--- src/rtl/j_i2s_rx.sv ---
// j_i2s_rx: oversampled I2S receiver, MSB-first words to left/right registers with ready/ack and a load strobe.
// Define J_I2S_RX_OVERRUN_EN to build the sticky lovr/rovr overrun flags; otherwise they read as 0.
module j_i2s_rx #(
  parameter int WIDTH = 16
) (
  input  logic             sys_clk,
  input  logic             resetl,
  input  logic             en,
  input  logic             sck,
  input  logic             ws,
  input  logic             sd,
  output logic [WIDTH-1:0] ldata,
  output logic [WIDTH-1:0] rdata,
  output logic             lrdy,
  output logic             rrdy,
  input  logic             lack,
  input  logic             rack,
  output logic             wstb,
  output logic             wch,
  output logic             lovr,
  output logic             rovr
);
  localparam int CW = $clog2(WIDTH + 1);
  localparam logic SYNC = 1'b0;
  localparam logic RUN = 1'b1;
  // Synchroniser stages packed as {sck, ws, sd}; only sck needs the history stage.
  logic [2:0] s1_q, s2_q;
  logic s3_q;
  logic state_q, state_d, wsp_q, wsp_d;
  logic [WIDTH-1:0] shreg_q, shreg_d, ldata_q, ldata_d, rdata_q, rdata_d, mask, word;
  logic [CW-1:0] cnt_q, cnt_d;
  logic lrdy_q, lrdy_d, rrdy_q, rrdy_d, wstb_q, wstb_d, wch_q, wch_d;
  logic rise, bdry, run, ld, lld, rld;
  always_comb begin
    rise = s2_q[2] & ~s3_q;
    bdry = rise & (s2_q[1] != wsp_q);
    run = en & (state_q == RUN);
    ld = run & bdry;
    lld = ld & ~wsp_q;
    rld = ld & wsp_q;
    // Shifting past the LSB leaves mask at 0, so overlong words drop their extra bits.
    mask = {1'b1, {(WIDTH-1){1'b0}}} >> cnt_q;
    word = shreg_q | (s2_q[0] ? mask : '0);
    state_d = !en ? SYNC : (bdry ? RUN : state_q);
    wsp_d = rise ? s2_q[1] : wsp_q;
    shreg_d = bdry ? '0 : ((run & rise) ? word : shreg_q);
    cnt_d = bdry ? '0 : ((run & rise) ? cnt_q + CW'(cnt_q != CW'(WIDTH)) : cnt_q);
    ldata_d = lld ? word : ldata_q;
    rdata_d = rld ? word : rdata_q;
    lrdy_d = lld | (lrdy_q & ~lack);
    rrdy_d = rld | (rrdy_q & ~rack);
    wstb_d = ld;
    wch_d = ld ? wsp_q : wch_q;
  end
  always_ff @(posedge sys_clk or negedge resetl) begin
    if (!resetl) begin
      s1_q <= '0;
      s2_q <= '0;
      s3_q <= 1'b0;
      state_q <= SYNC;
      wsp_q <= 1'b0;
      shreg_q <= '0;
      cnt_q <= '0;
      ldata_q <= '0;
      rdata_q <= '0;
      lrdy_q <= 1'b0;
      rrdy_q <= 1'b0;
      wstb_q <= 1'b0;
      wch_q <= 1'b0;
    end else begin
      s1_q <= {sck, ws, sd};
      s2_q <= s1_q;
      s3_q <= s2_q[2];
      state_q <= state_d;
      wsp_q <= wsp_d;
      shreg_q <= shreg_d;
      cnt_q <= cnt_d;
      ldata_q <= ldata_d;
      rdata_q <= rdata_d;
      lrdy_q <= lrdy_d;
      rrdy_q <= rrdy_d;
      wstb_q <= wstb_d;
      wch_q <= wch_d;
    end
  end
  assign ldata = ldata_q;
  assign rdata = rdata_q;
  assign lrdy = lrdy_q;
  assign rrdy = rrdy_q;
  assign wstb = wstb_q;
  assign wch = wch_q;
`ifdef J_I2S_RX_OVERRUN_EN
  logic lovr_q, lovr_d, rovr_q, rovr_d;
  // A same-cycle ack both keeps the flag clear and wins over a fresh overrun.
  always_comb begin
    lovr_d = ((lld & lrdy_q) | lovr_q) & ~lack;
    rovr_d = ((rld & rrdy_q) | rovr_q) & ~rack;
  end
  always_ff @(posedge sys_clk or negedge resetl) begin
    if (!resetl) begin
      lovr_q <= 1'b0;
      rovr_q <= 1'b0;
    end else begin
      lovr_q <= lovr_d;
      rovr_q <= rovr_d;
    end
  end
  assign lovr = lovr_q;
  assign rovr = rovr_q;
`else
  assign lovr = 1'b0;
  assign rovr = 1'b0;
`endif
endmodule
--- config.mk ---
export PLATFORM = sky130hd
export DESIGN_NAME = j_i2s_rx
export DESIGN_NICKNAME = d
export VERILOG_FILES = /design/src/rtl/j_i2s_rx.sv
export SDC_FILE = /design/constraint.sdc
export NUM_CORES = 1
export LEC_CHECK = 0
export ABC_AREA = 1
export ABC_CLOCK_PERIOD_IN_PS = 1800
export BUFFER_PORTS_ARGS = -buffer_cell sky130_fd_sc_hd__clkbuf_2
export CORE_MARGIN = 2
export CORE_UTILIZATION = 56
export CTS_BUF_LIST = sky130_fd_sc_hd__clkbuf_16
export DETAILED_ROUTE_END_ITERATION = 12
export PLACE_DENSITY = 0.9
export SYNTH_ARGS = -nofsm -noshare
export SYNTH_HDL_FRONTEND = slang
export SYNTH_SLANG_ARGS = --single-unit
--- constraint.sdc ---
create_clock -name sys_clk -period 1.8 [get_ports sys_clk]
set_input_delay 0 -clock sys_clk [delete_from_list [all_inputs] [get_ports sys_clk]]
set_output_delay 0 -clock sys_clk [all_outputs]
set_load 0.03 [all_outputs]
# --- Word-level counts from Yosys, hierarchy flattened ---
# Cells that the tools add are included.
classes:
  addsub: 1
  eq_ne: 3
  shifts: 1
  mux: 7
  bitwise: 16
  n_reduce_logical: 1
ops:
  columns: ["operator", "count"]
  rows:
  - ["$mux W16", 3]
  - ["$or A16 B16 Y16", 1]
  - ["$shr A16 B5 Y16 const A", 1]
  - ["$mux W5", 2]
  - ["$and A1 B1 Y1", 9]
  - ["$add A5 B1 Y5", 1]
  - ["$ne A5 B5 Y1 const B", 1]
  - ["$not A1 Y1", 4]
  - ["$mux W1", 2]
  - ["$ne A2 B1 Y1 const B", 1]
  - ["$or A1 B1 Y1", 2]
  - ["$reduce_bool A2 Y1", 1]
  - ["$ne A1 B1 Y1", 1]
totals:
  regBits: 66
  output_inout_bits: 38
  wordCells: 42

# --- Longest topological paths before layout ---
# Gate-level depths: netlist of run 1.
depth:
  word_depth: 6
  ltp_mapped: 11
  depth_no_buf: 11

# --- Worst setup path after synthesis of run 1 ---
# Ideal clock, no wire load.
synth_path:
  kind: "flip-flop to flip-flop"
  from: "register cnt_q[0]"
  to: "register cnt_q[3]"
  setup_ns: 0.117
  arrival_time_ns: 1.275
  slack_ns: 0.408
  stages_incl_launch_ff: 12
  period_less_slack_ns: 1.392
  cell_sequence: "dfrtp_1 -> inv_1 -> ha_1 -> nand2_1 -> inv_1 -> nand3_1 -> ha_1 -> nand3_1 -> nand2_1 -> nand2_1 -> nand3_1 -> nand2_1"
synth_via:
  elab_chain_len: 4
synth_rtl:
  columns: ["item", "line_no", "rtl"]
  rows:
  - ["start, declared", "31", "logic [CW-1:0] cnt_q, cnt_d;"]
  - ["start signal, assigned", "77", "cnt_q <= cnt_d;"]
  - ["$ne A5 B5 Y1", "47", "cnt_d = bdry ? '0 : ((run & rise) ? cnt_q + CW'(cnt_q != CW'(WIDTH)) : cnt_q);"]
  - ["$add A5 B1 Y5 (*)", "47", null]
  - ["$mux W5 (*) (2 in a row)", "47", null]
# Mark *: on every way between the ends. The rest lies on a longest branch, timed or not. The select of a mux whose other input is x is not followed.
# A chain may end at the register's enable or synchronous reset.

# --- Final worst setup path of run 1 ---
# Ends and elaborated chain as after synthesis.

==> flow_metrics.py, run 1 <==
metrics = {
    "routing": {
        "drt_iter0_drc": 193,
        "ant_nets": 0,
        "vias": 2309,
        "via_per_inst": 4.93,
        "drcViolationCount": 0,
        "wire_per_inst_um": 13.1,
        "drtPass1Iterations": 4,
        "routed_wl_um": 6120,
    },
    "placement": {
        "portBuffers": 43,
        "place_congestion": 0.892,
        "dp_hpwl_um": 4070,
        "postPlaceCellArea_um2": 3180,
    },
    "global_routing": {
        "antenna_found_initial": 0,
        "grt_use_met3": 0.0474,
        "grt.overflow.total": 0,
        "grt_util_all_layers": 0.235,
        "met2_usage": 0.367,
        "met1_usage": 0.311,
        "grt_pass1_wl_um": 10700,
        "first_global_vias": 2348,
        "grt_max_degree": 34,
        "busiest_layer": "met2",
    },
    "layout": {
        "final_nets": 407,
        "antenna_cells": 0,
        "drive_above_1_share": 0.176,
        "final_area_um2": 3560,
        "syn_to_final_growth_pct": 22.6,
    },
    "floorplan": {
        "die_w_um": 76.0,
        "die_area_um2": 5780,
        "start_util": 0.576,
        "ioPinCount": 46,
        "coreArea_um2": 5040,
        "num_rows": 26,
        "die_y_um": 76.0,
    },
    "timing": {
        "clock_skew_ps": 3.78,
        "slew_viol_final": 0,
        "tns_ps": 0,
        "tightest_slew_ps": 628,
        "finalHoldViolations": 0,
        "maxClockFrequency_mhz": 606,
        "rsz0062_at_grt": "no",
        "fin_crit_ps": 1650,
        "relSlewSlack": 0.582,
        "fin_crit_sh": 0.917,
        "setup_viol": 0,
    },
    "worst_hold_path": {
        "hold_path.class": "input port to asynchronous set/reset pin",
    },
    "setup_path": {
        "crit_chain": "inv_1 > ha_1 > nand2_1 > inv_1 > nand3_1 > ha_1 > nand3_1 > nand2_1 > nand2_1 > nand3_1 > nand2_1",
        "endpoint_kind": "register",
        "path_class": "register to register",
        "slowest_delay_ps": 430,
        "cpMostUsedCell": "nand2_1",
        "worstPathRequired_ps": 2010,
        "cp_max_fo": 5,
        "reg2regPathDepth": 11,
        "worst-endpoint-arrival_ps": 1860,
        "crit_slowest_cell": "dfrtp_1",
        "worst_setup_path_start_kind": "register",
    },
    "logic_synthesis": {
        "synthCells": 338,
        "yosys-top-cells-area": "dfrtp_1 57%, nand2_1 16%, inv_1 5.8%",
        "synth.avg_cell_area_um2": 8.60,
        "ys_seq_elements": 66,
        "synth_top_cell_by_area": "dfrtp_1",
        "yosysSeqAreaShare": 0.568,
        "dominantRegCellSynth": "dfrtp_1",
        "async_flop_share": 1.00,
        "synth_top_area_share": 0.568,
        "netlist_area_um2": 2910,
        "ys_types": 22,
        "yosysMostFrequentCell": "nand2_1",
        "ys_warn_count": 0,
        "synth_edf_count": 0,
        "synthTopCellsByCount": "126 x nand2_1, 66 x dfrtp_1, 45 x inv_1",
    },
    "power_and_ir_drop": {
        "power_switching_share": 0.216,
        "power.share.clock": 0.514,
        "p_leak_uw": 0.00196,
        "p_int_uw": 2760,
        "p_seq_frac": 0.435,
        "power.share.combinational": 0.051,
        "vdd_drop_max_uv": 616,
        "p_switching_uw": 761,
        "p_per_area_nw_per_um2": 988,
    },
    "run_status": {
        "status": "completed",
    },
    "clock_tree": {
        "path_clk_slew_ps": 50,
        "cts_tree": "built",
        "cts_setup_buffers": 0,
        "cts_made_buffers": 9,
        "cts.sinks": 66,
        "root_buffer": "clkbuf_16",
        "cts.htree.levels": 3,
        "clkLatencyLatePin_ps": 330,
        "cts_buffer_depth": 2,
    },
    "run": {
        "cap_violations": 0,
    },
}
==> power by group through the flow <==
stage	Clock, uW	Sequential, uW	Combinational [uW]
after global placement	0	1550	160
after detailed placement	0	1560	168
after floorplan	0	1580	78.1
final	1810	1530	180
after CTS	1820	1530	183
after global routing	1900	1530	202
==> cell usage in the layout (no fill, tap or decap), drive strengths merged <==
cell type and count:
buf 4, bufinv 2, clkbuf 52, clkinv 7
clkinvlp 1, conb 2, dfrtp 66, dlygate4sd3 7
ha 6, inv 46, nand2 128, nand3 21
nand4 3, nor2 23, o21ai 22, o21bai 8
==> critical path: cells and delay by family, from the launching register on <==
| family | cells | cell delay (ps) |
|---|---|---|
| adders and majority gates | 2 | 390 |
| buffers and inverters | 2 | 170 |
| DFF | 1 | 430 |
| and+or+nand+nor | 7 | 550 |
==> final timing paths <==
kind	start	end	slack, ps
setup / recovery	cnt_q[0]	cnt_q[3]	150
hold / removal	resetl	rdata[12]	220
setup reg to reg	cnt_q[0]	cnt_q[3]	150
hold reg to reg	s1_q[1]	s2_q[1]	350
max in group asynchronous	resetl	ldata[7]	970
min in group sys_clk	sck	s1_q[2]	320
==> layer usage <==
layer / vias to the layer above / part of all wire
met5: - / 0
met4: 0 / 0.026
met3: 19 / 0.061
met2: 83 / 0.48
met1: 1069 / 0.44
li1: 1138 / -
==> cell families (layout without fill, tap and decap cells) <==
logic type / Yosys count / in the layout / share of synthesized area
adders and majority gates: 6 / 6 / 0.0258
DFF: 66 / 66 / 0.568
buffers and inverters: 60 / 119 / 0.0904
AOI/OAI and AO/OA: 30 / 30 / 0.0586
other: 1 / 2 / 0.00129
and+or+nand+nor: 175 / 175 / 0.255
==> cell type report <==
cell class | count | area (um2)
flip-flops and latches | 66 | 1650
fillers | 350 | 1480
multi-input cells | 213 | 995
repair buffers | 54 | 328
clock buffers | 9 | 225
inverters | 49 | 190
well taps | 70 | 87.6
clock inverters | 7 | 83.8
==> state kept, by name (all words and copies together) (netlist names), 3 cells and up <==
register  cells
cnt_q         5
ldata        16
s1_q          3
s2_q          3
rdata        16
shreg_q      16
==> through the flow <==
stage	hold WS, ps	util	power, uW	instances	worst slack [ps]
after floorplan	-296	-	1650	339	408
after global placement	30.7	0.631	1720	445	340
after detailed placement	46.1	0.631	1730	445	204
after CTS	234	0.706	3540	468	165
after global routing	280	0.706	3630	468	10.8
final	218	0.706	3520	468	150
==> timing repair <==
item,in CTS,in global routing
endpoints found under the hold margin,28,0
setup endpoints to repair,0,1
hold buffers,7,0
resized for setup,0,1
No activity file was read; power rests on OpenSTA's default activity.
==> run 2, diff against run 1 <==
Settings changed: BUFFER_PORTS_ARGS -buffer_cell sky130_fd_sc_hd__clkbuf_2 to unset, CORE_UTILIZATION 56 to 62, CTS_CLUSTER_SIZE set to 10, DONT_BUFFER_PORTS set to 1, PLACE_DENSITY 0.9 to 0.89.
==> run 2 against run 1 <==
Compared with the run above: sequential share of layout area is 4.4 points higher; via count is 4.2% lower; critical path depth stayed put; first-iteration DRC count is 3.1% lower; flip-flop and latch count stayed put; largest power group is now sequential cells; register-to-register slack better by 60 ps; critical endpoint unchanged.
==> flow_metrics.py, run 2 (synthesis results as in run 1) <==
metrics = {
    "power_and_ir_drop": {
        "p_per_area_nw_per_um2": 967,
        "vdd_drop_max_uv": 644,
        "p_total_uw": 3140,
        "p_leak_uw": 0.00174,
    },
    "placement": {
        "place_congestion": 0.928,
        "portBuffers": 0,
        "dp_hpwl_um": 3930,
        "dp_cells": 382,
    },
    "setup_path": {
        "path_buf_inv": 2,
        "slowest_delay_ps": 430,
        "crit_slowest_cell": "dfrtp_1",
        "cp_max_fo": 5,
        "crit_family": "simple AND/OR/NAND/NOR gates",
        "worst-endpoint-arrival_ps": 1800,
        "crit_chain": "inv_1 > ha_1 > nand2_1 > inv_1 > nand3_1 > ha_1 > nand3_1 > nand2_1 > nand2_1 > nand3_1 > nand2_1",
        "worst_setup_path_start_kind": "register",
        "endpoint_kind": "register",
        "worstPathRequired_ps": 2010,
        "cpMostUsedCell": "nand2_1",
        "path_class": "register to register",
    },
    "layout": {
        "antenna_cells": 0,
        "syn_to_final_growth_pct": 11.9,
        "layout_common_cells": "126 x nand2_1, 66 x dfrtp_1, 46 x inv_1, 22 x nor2_1, 19 x o21ai_0",
        "final_common_cell": "nand2_1",
        "nFillCells": 295,
        "drive_above_1_share": 0.0629,
        "final_nets": 363,
        "fin_cells": 402,
    },
    "timing": {
        "fin_crit_sh": 0.882,
        "maxClockFrequency_mhz": 630,
        "setup_viol": 0,
        "tightest_slew_ps": 529,
        "relSlewSlack": 0.646,
        "tns_ps": 0,
        "clock_skew_ps": 7.43,
        "finalHoldViolations": 0,
        "fin_crit_ps": 1590,
        "slew_viol_final": 0,
        "rsz0062_at_grt": "no",
    },
    "floorplan": {
        "die_y_um": 72.5,
        "start_util": 0.654,
        "die_area_um2": 5250,
        "ioPinCount": 46,
        "num_rows": 24,
        "coreArea_um2": 4440,
        "die_w_um": 72.5,
    },
    "clock_tree": {
        "cts.htree.levels": 3,
        "path_clk_slew_ps": 50,
        "cts_made_buffers": 9,
        "cts.sinks": 66,
        "cts_resized": 0,
        "root_buffer": "clkbuf_16",
        "cts_setup_buffers": 0,
        "cts_buffer_depth": 2,
        "clkLatencyLatePin_ps": 330,
        "cts_tree": "built",
        "cts_hold_buffers": 8,
    },
    "routing": {
        "via_per_inst": 5.50,
        "vias": 2212,
        "drtPass1Iterations": 4,
        "routed_wl_um": 6390,
        "ant_nets": 0,
        "wire_per_inst_um": 15.9,
        "drcViolationCount": 0,
        "drt_iter0_drc": 187,
    },
    "global_routing": {
        "antenna_found_initial": 0,
        "grt.overflow.total": 0,
        "grt_max_degree": 67,
        "grt_pass1_wl_um": 10700,
        "grt_util_all_layers": 0.275,
        "first_global_vias": 2248,
    },
    "run": {
        "cap_violations": 0,
    },
    "run_status": {
        "status": "completed",
    },
    "worst_hold_path": {
        "hold_path.class": "input port to asynchronous set/reset pin",
    },
}
[run 2: layout make-up]
| type | instances | area (um2) | area share |
|---|---|---|---|
| clock buffer | 9 | 225 | 0.0693 |
| clock inverter | 3 | 12.5 | 0.00385 |
| inverter | 49 | 190 | 0.0585 |
| multi-input combinational | 213 | 995 | 0.306 |
| sequential | 66 | 1650 | 0.508 |
| tap | 52 | 65.1 | 0.0200 |
| timing repair buffer | 10 | 113 | 0.0346 |
[run 2: stage by stage]
step	hold WS, ps	setup slack [ps]	utilization	area (um2)
final	206	212	0.732	3250
after global routing	224	61.3	0.732	3250
after CTS	219	220	0.732	3250
after detailed placement	-294	235	0.656	2920
after global placement	-294	317	0.656	2920
after floorplan	-296	408	-	2910
[run 2: routing by layer]
metal	vias up	part of all wire	GRT usage	routed length, um
met5	-	0	0	0
met4	0	0.022	0.121	138
met3	15	0.073	0.100	467
met2	89	0.50	0.457	3170
met1	1059	0.41	0.322	2610
li1	1049	-	-	-
[run 2: power breakdown]
group	total (uW)	switching, uW	internal [uW]
clock network	1450	564	884
registers	1560	44.6	1510
logic	139	98.2	41.2
total	3140	707	2440
[run 2: final timing paths]
kind / depth (start not counted) / slack (ps) / startpoint / to
min in group sys_clk: 1 / 230 / ws / s1_q[1]
worst max-delay path: 11 / 210 / cnt_q[0] / cnt_q[3]
worst max register to register: 11 / 210 / cnt_q[0] / cnt_q[3]
worst min register to register: 0 / 350 / s1_q[1] / s2_q[1]
max in group asynchronous: 2 / 1330 / resetl / s2_q[0]
worst min-delay path: 2 / 210 / resetl / shreg_q[15]
